$ cat src/rtl/q_readback_pkg.sv
`default_nettype none
// ============================================================================
// Module      : q_readback_pkg
// Description : Shared types and helpers for the q_readback state capture
//               and serial readback block.
//               - state_t     : readback FSM state encoding
//               - cnt_width() : width of the transfer counter for an N-slot
//                               frame (must be able to hold the value N)
//               - c_WIDTH_MIN / c_WIDTH_MAX : legal range of WIDTH
// Revision    : 1.0 - initial release
// ============================================================================
package q_readback_pkg;

    typedef enum logic [1:0] {
        IDLE  = 2'd0,
        SHIFT = 2'd1,
        DONE  = 2'd2
    } state_t;

    localparam int c_WIDTH_MIN = 1;
    localparam int c_WIDTH_MAX = 64;

    // The counter reaches N on the final transfer, so it needs N+1 codes.
    function automatic int cnt_width(input int n);
        return $clog2(n + 1);
    endfunction

endpackage
`default_nettype wire

$ cat src/rtl/q_readback_if.sv
`default_nettype none
// ============================================================================
// Module      : q_readback_if
// Description : Capture/readback handshake bundle.
//   QCAP  : capture request (master -> slave)
//   QDI   : parallel state word to snapshot, WIDTH bits (master -> slave)
//   QEN   : downstream ready (master -> slave)
//   SDO   : serial data, LSB first (slave -> master)
//   SVLD  : SDO valid (slave -> master)
//   QBUSY : frame in progress, including the DONE cycle (slave -> master)
//   QDONE : one-cycle end-of-frame pulse (slave -> master)
// Revision    : 1.0 - initial release
// ============================================================================
interface q_readback_if #(
    parameter int WIDTH = 16
);
    logic             QCAP;
    logic [WIDTH-1:0] QDI;
    logic             QEN;
    logic             SDO;
    logic             SVLD;
    logic             QBUSY;
    logic             QDONE;

    modport master (
        output QCAP, QDI, QEN,
        input  SDO, SVLD, QBUSY, QDONE
    );

    modport slave (
        input  QCAP, QDI, QEN,
        output SDO, SVLD, QBUSY, QDONE
    );
endinterface
`default_nettype wire

$ cat src/rtl/q_readback_shreg.sv
`default_nettype none
// ============================================================================
// Module      : q_readback_shreg
// Description : Loadable right-shifting snapshot register. On load it takes
//               the parallel word and, when PARITY=1, an even-parity bit
//               placed just above the data so it leaves last. Each shift
//               moves one bit toward the LSB and fills with zero.
//   clk     : clock
//   rst     : synchronous active-high reset, clears the register
//   i_load  : load i_din (and parity) this edge
//   i_shift : shift right by one this edge (ignored while loading)
//   i_din   : parallel word, WIDTH bits
//   o_lsb   : current serial bit (flop output)
// Revision    : 1.0 - initial release
// ============================================================================
module q_readback_shreg #(
    parameter int WIDTH  = 16,
    parameter int PARITY = 0
) (
    input  logic             clk,
    input  logic             rst,
    input  logic             i_load,
    input  logic             i_shift,
    input  logic [WIDTH-1:0] i_din,
    output logic             o_lsb
);

    localparam int c_LEN = WIDTH + PARITY;

    logic [c_LEN-1:0] w_load_val;
    logic [c_LEN-1:0] r_sh;

    generate
        if (PARITY != 0) begin : g_parity
            // XOR of the word makes data plus parity even weight.
            assign w_load_val = {^i_din, i_din};
        end else begin : g_no_parity
            assign w_load_val = i_din;
        end
    endgenerate

    always_ff @(posedge clk) begin
        if (rst) begin
            r_sh <= '0;
        end else if (i_load) begin
            r_sh <= w_load_val;
        end else if (i_shift) begin
            r_sh <= r_sh >> 1;
        end
    end

    assign o_lsb = r_sh[0];

endmodule
`default_nettype wire

$ cat src/rtl/q_readback.sv
`default_nettype none
// ============================================================================
// Module      : q_readback
// Description : Snapshots a WIDTH-bit state word on a capture request and
//               streams it out LSB first under a valid/ready handshake,
//               optionally followed by an even-parity bit, then pulses
//               QDONE for one cycle. Every output is a flop output.
//   QCK  : clock, all state updates on the rising edge
//   QRT  : synchronous active-high reset, wins over a capture on the
//          same edge and aborts a frame without a QDONE pulse
//   bus  : q_readback_if.slave (QCAP, QDI, QEN in; SDO, SVLD, QBUSY,
//          QDONE out)
// Revision    : 1.0 - initial release
// ============================================================================
module q_readback
    import q_readback_pkg::*;
#(
    parameter int WIDTH  = 16,
    parameter int PARITY = 0
) (
    input  logic       QCK,
    input  logic       QRT,
    q_readback_if.slave bus
);

    localparam int              c_N    = WIDTH + PARITY;
    localparam int              c_CW   = cnt_width(c_N);
    localparam logic [c_CW-1:0] c_LAST = c_CW'(c_N - 1);
    localparam logic [c_CW-1:0] c_ONE  = c_CW'(1);

    generate
        if (WIDTH < c_WIDTH_MIN || WIDTH > c_WIDTH_MAX ||
            (PARITY != 0 && PARITY != 1)) begin : g_param_err
            $error("q_readback: WIDTH must be 1..64 and PARITY 0 or 1");
        end
    endgenerate

    state_t          r_state;
    state_t          w_state_nxt;
    logic [c_CW-1:0] r_cnt;
    logic [c_CW-1:0] w_cnt_nxt;
    logic            w_load;
    logic            w_shift;
    logic            w_sdo;
    logic            r_svld;
    logic            r_busy;
    logic            r_done;

    q_readback_shreg #(
        .WIDTH  (WIDTH),
        .PARITY (PARITY)
    ) u_shreg (
        .clk     (QCK),
        .rst     (QRT),
        .i_load  (w_load),
        .i_shift (w_shift),
        .i_din   (bus.QDI),
        .o_lsb   (w_sdo)
    );

    always_comb begin
        w_state_nxt = r_state;
        w_cnt_nxt   = r_cnt;
        w_load      = 1'b0;
        w_shift     = 1'b0;
        unique case (r_state)
            IDLE: begin
                if (bus.QCAP) begin
                    w_load      = 1'b1;
                    w_cnt_nxt   = '0;
                    w_state_nxt = SHIFT;
                end
            end
            SHIFT: begin
                // A transfer needs the downstream ready; otherwise hold.
                if (bus.QEN) begin
                    w_shift   = 1'b1;
                    w_cnt_nxt = r_cnt + c_ONE;
                    if (r_cnt == c_LAST) begin
                        w_state_nxt = DONE;
                    end
                end
            end
            DONE: begin
                w_state_nxt = IDLE;
            end
            default: begin
                w_state_nxt = IDLE;
            end
        endcase
    end

    // Status flags are registered from the next state so they line up
    // with the state they describe.
    always_ff @(posedge QCK) begin
        if (QRT) begin
            r_state <= IDLE;
            r_cnt   <= '0;
            r_svld  <= 1'b0;
            r_busy  <= 1'b0;
            r_done  <= 1'b0;
        end else begin
            r_state <= w_state_nxt;
            r_cnt   <= w_cnt_nxt;
            r_svld  <= (w_state_nxt == SHIFT);
            r_busy  <= (w_state_nxt != IDLE);
            r_done  <= (w_state_nxt == DONE);
        end
    end

    assign bus.SDO   = w_sdo;
    assign bus.SVLD  = r_svld;
    assign bus.QBUSY = r_busy;
    assign bus.QDONE = r_done;

endmodule
`default_nettype wire

$ cat src/flat_wrapper.sv
// flat-port wrapper written by rule: the top's interface ports become plain ports
module q_readback_flat import q_readback_pkg::*;
#(
    parameter int WIDTH  = 16,
    parameter int PARITY = 0
)
  (QCK, QRT, bus_QCAP, bus_QDI, bus_QEN, bus_SDO, bus_SVLD, bus_QBUSY, bus_QDONE);
  q_readback_if #(.WIDTH(WIDTH)) bus_i ();
  input  logic QCK;
  input  logic QRT;
  input wire logic [$bits(bus_i.QCAP)-1:0] bus_QCAP;
  input wire logic [$bits(bus_i.QDI)-1:0] bus_QDI;
  input wire logic [$bits(bus_i.QEN)-1:0] bus_QEN;
  output wire logic [$bits(bus_i.SDO)-1:0] bus_SDO;
  output wire logic [$bits(bus_i.SVLD)-1:0] bus_SVLD;
  output wire logic [$bits(bus_i.QBUSY)-1:0] bus_QBUSY;
  output wire logic [$bits(bus_i.QDONE)-1:0] bus_QDONE;
  assign bus_i.QCAP = bus_QCAP;
  assign bus_i.QDI = bus_QDI;
  assign bus_i.QEN = bus_QEN;
  assign bus_SDO = bus_i.SDO;
  assign bus_SVLD = bus_i.SVLD;
  assign bus_QBUSY = bus_i.QBUSY;
  assign bus_QDONE = bus_i.QDONE;
  q_readback #(.WIDTH(WIDTH), .PARITY(PARITY)) u_core (.QCK(QCK), .QRT(QRT), .bus(bus_i));
endmodule
$ cat config.mk
export PLATFORM = sky130hd
export DESIGN_NAME = q_readback_flat
export DESIGN_NICKNAME = d
export VERILOG_FILES = /design/src/rtl/q_readback_pkg.sv /design/src/rtl/q_readback_if.sv /design/src/rtl/q_readback_shreg.sv /design/src/rtl/q_readback.sv /design/src/flat_wrapper.sv
export SDC_FILE = /design/constraint.sdc
export NUM_CORES = 1
export LEC_CHECK = 0
export BUFFER_PORTS_ARGS = -buffer_cell sky130_fd_sc_hd__buf_4
export CAP_MARGIN = 40
export CORE_MARGIN = 2
export CORE_UTILIZATION = 50
export DETAILED_ROUTE_END_ITERATION = 12
export GPL_TIMING_DRIVEN = 0
export PLACE_DENSITY_LB_ADDON = 0.1
export SYNTH_ARGS = -nofsm -noshare
export SYNTH_HDL_FRONTEND = slang
export SYNTH_SLANG_ARGS = --single-unit
export TNS_END_PERCENT = 100
$ cat constraint.sdc
create_clock -name QCK -period 1.6 [get_ports QCK]
set_input_delay 0.16 -clock QCK [delete_from_list [all_inputs] [get_ports QCK]]
set_output_delay 0.16 -clock QCK [all_outputs]
set_load 0.01 [all_outputs]
==> results.py <==
metrics = {
    "clocking": {
        "cts_sinks": 26,
        "path_clk_slew_ns": 0.13,
        "cts_made_buffers": 3,
        "clock_latency_ns": 0.31,
        "cts_root_buf": "clkbuf_4",
        "cts_buffer_depth": 2,
        "cts_tree": "yes",
        "h-tree-depth": 1,
    },
    "finish": {
        "antenna_cells": 0,
        "area_growth_pct": 21.5,
        "postLayoutCoreUtil": 0.639,
        "postLayoutCellArea_um2": 1400,
        "nNetsFinal": 181,
        "drive_gt1_frac": 0.287,
    },
    "synth": {
        "ys_types": 29,
        "ys_seq_elements": 26,
        "synthesis.area_um2": 1150,
        "ys.warnings.count": 0,
        "async_flop_share": 0,
        "avgSynthCellArea_um2": 8.86,
        "synth_commonest_cells": "nor2_1, dfxtp_1, inv_1",
        "synth-main-ff-cell": "dfxtp_1",
        "yosys.area.top_type_share": 0.452,
        "syn_inst": 130,
        "seq_area_frac_synth": 0.452,
        "synth_edf_count": 0,
        "syn_nets": 152,
        "synth_top_area_cell": "dfxtp_1",
        "synth_most_common_cell": "nor2_1",
        "synth.area.top_cells": "dfxtp_1, a2111oi_2, nor2_1, inv_1, a311oi_1",
    },
    "timing": {
        "drv_slew": 0,
        "rsz0062_at_grt": "false",
        "hold_violations": 0,
        "holdWs_ns": 0.0408,
        "skew_ns": 0.00742,
        "setup_viol": 0,
        "fmax_mhz": 653,
        "max_slew_margin": 0.568,
        "fin_crit_ns": 1.53,
        "worstMarginPinSlew_ns": 0.648,
        "min_period_over_period": 0.957,
    },
    "route": {
        "drt_iter0_drc": 7,
        "wl_per_cell_um": 12.9,
        "via_count": 987,
        "viasPerCell": 5.34,
        "routed_wl_mm": 2.39,
        "dr.pass1.iters": 4,
        "post-route-drc-count": 0,
        "final_antenna_net_count": 0,
    },
    "global_routing": {
        "grt_overflow": 0,
        "grt_pass1_vias": 946,
        "grt_pass1_wl_mm": 4.10,
        "grt_usage": 0.203,
        "antenna_found_initial": 0,
        "grt_max_degree": 14,
    },
    "worst_setup_path": {
        "worst-setup-path-type": "reg -> reg",
        "startpoint_type": "flip-flop",
        "cp_cell_sequence": "buf_2 > or3b_2 > buf_4 > nor2_1 > a2111oi_2",
        "cp.arrival_ns": 1.71,
        "crit_family": "simple AND/OR/NAND/NOR gates",
        "crit_slowest_cell": "or3b_2",
        "crit_fanout": 10,
        "path_buf_inv": 2,
        "worst_setup_path_end_kind": "flip-flop",
        "cp.required_ns": 1.78,
        "max_stage_delay_ns": 0.52,
    },
    "flow_run": {
        "drv_cap": 0,
    },
    "pwr": {
        "power.internal_uw": 878,
        "leakagePower_uw": 0.000564,
        "pwr-share-clk": 0.225,
        "power_switching_uw": 308,
        "swShare": 0.260,
        "irDropWorstVdd_mv": 0.538,
        "p_per_area_nw_per_um2": 847,
        "p_comb_frac": 0.171,
        "pwr-share-seq": 0.603,
    },
    "place": {
        "io_buffers": 23,
        "hpwl_mm": 1.78,
        "gp_congestion": 0.830,
        "placed_area_um2": 1360,
    },
    "min_path": {
        "holdCritPathClass": "in -> reg",
    },
    "floorplanning": {
        "boundaryPins": 24,
        "fp-row-count": 17,
        "die_area_um2": 2700,
        "die_h_um": 52.0,
        "chipWidth_um": 52.0,
        "core-area_um2": 2190,
        "start_util": 0.526,
    },
    "outcome": {
        "status": "completed",
    },
}
## layout by cell type, fill, tap and decap left out, types with 3 or more instances in the layout
master,instances
nand2_1,11
nand2b_1,3
nor2_1,28
inv_1,12
clkbuf_4,3
a311oi_1,5
dfxtp_1,25
a2111oi_2,10
a21oi_1,3
buf_4,26
## cells by family (layout without fill, tap and decap cells)
group / after synthesis / after routing / share of synthesized area
simple gates: 57 / 57 / 0.230
compound gates: 24 / 24 / 0.217
buf+inv: 20 / 47 / 0.0706
flops: 26 / 26 / 0.452
mux: 1 / 1 / 0.00869
fa+ha+maj: 2 / 2 / 0.0217
## routing by layer
metal | routed length, um | global-route usage | up-vias
met3 | 85 | 0.0316 | 2
met2 | 1180 | 0.359 | 14
met5 | 0 | 0 | -
met1 | 1110 | 0.243 | 466
met4 | 17 | 0.0789 | 0
li1 | - | - | 505
## through the flow
stage                     setup slack [ns]  total power [uW]  TNS, ns  instances
after global placement             -0.0470               920   -0.246        181
after floorplan                      0.162               850        0        130
after detailed placement            -0.105               929   -0.709        181
after global routing               0.00348              1260        0        185
after CTS                          0.00609              1200        0        185
final                               0.0683              1190        0        185
## final cells by class
cell class | count | area, um2
buffer | 8 | 41.3
inverter | 12 | 45.0
sequential | 26 | 522
fill | 202 | 791
multi-input combinational | 84 | 554
tap | 28 | 35.0
clock buffer | 3 | 22.5
timing repair buffer | 24 | 180
## worst register-to-register path, stage by stage, from the launching register on
cell and delay [ns]:
dfxtp_1 0.32, buf_2 0.16, or3b_2 0.52, buf_4 0.21, nor2_1 0.14, a2111oi_2 0.07
## sequential cells by signal, indices dropped and copies added, names as in the netlist
signal and cells:
u_core.r_cnt 5, u_core.bus.QBUSY 1, u_core.bus.SVLD 1, u_core.u_shreg.r_sh 16
u_core.bus.QDONE 1, u_core.r_state 2
## final timing paths
path	start	to	slack, ns	depth (start not counted)
worst max-delay path	u_core.r_state[1]	u_core.u_shreg.r_sh[10]	0.07	5
worst min-delay path	QRT	u_core.u_shreg.r_sh[7]	0.04	2
worst max register to register	u_core.r_state[1]	u_core.u_shreg.r_sh[10]	0.07	5
worst min register to register	u_core.u_shreg.r_sh[14]	u_core.u_shreg.r_sh[14]	0.48	2
## power by group through the flow
stage,clock network (uW),logic [uW],registers (uW)
after global routing,307,226,722
after floorplan,0,124,726
after detailed placement,0,200,729
after CTS,280,204,715
final,267,203,716
after global placement,0,192,727
## repair_timing
action | CTS | global route
resized for setup | 3 | 3
hold buffers | 0 | 0
setup buffers | 1 | 0
pin swaps | 0 | 0
setup endpoints to repair | 13 | 10
No activity file was read; power rests on OpenSTA's default activity.
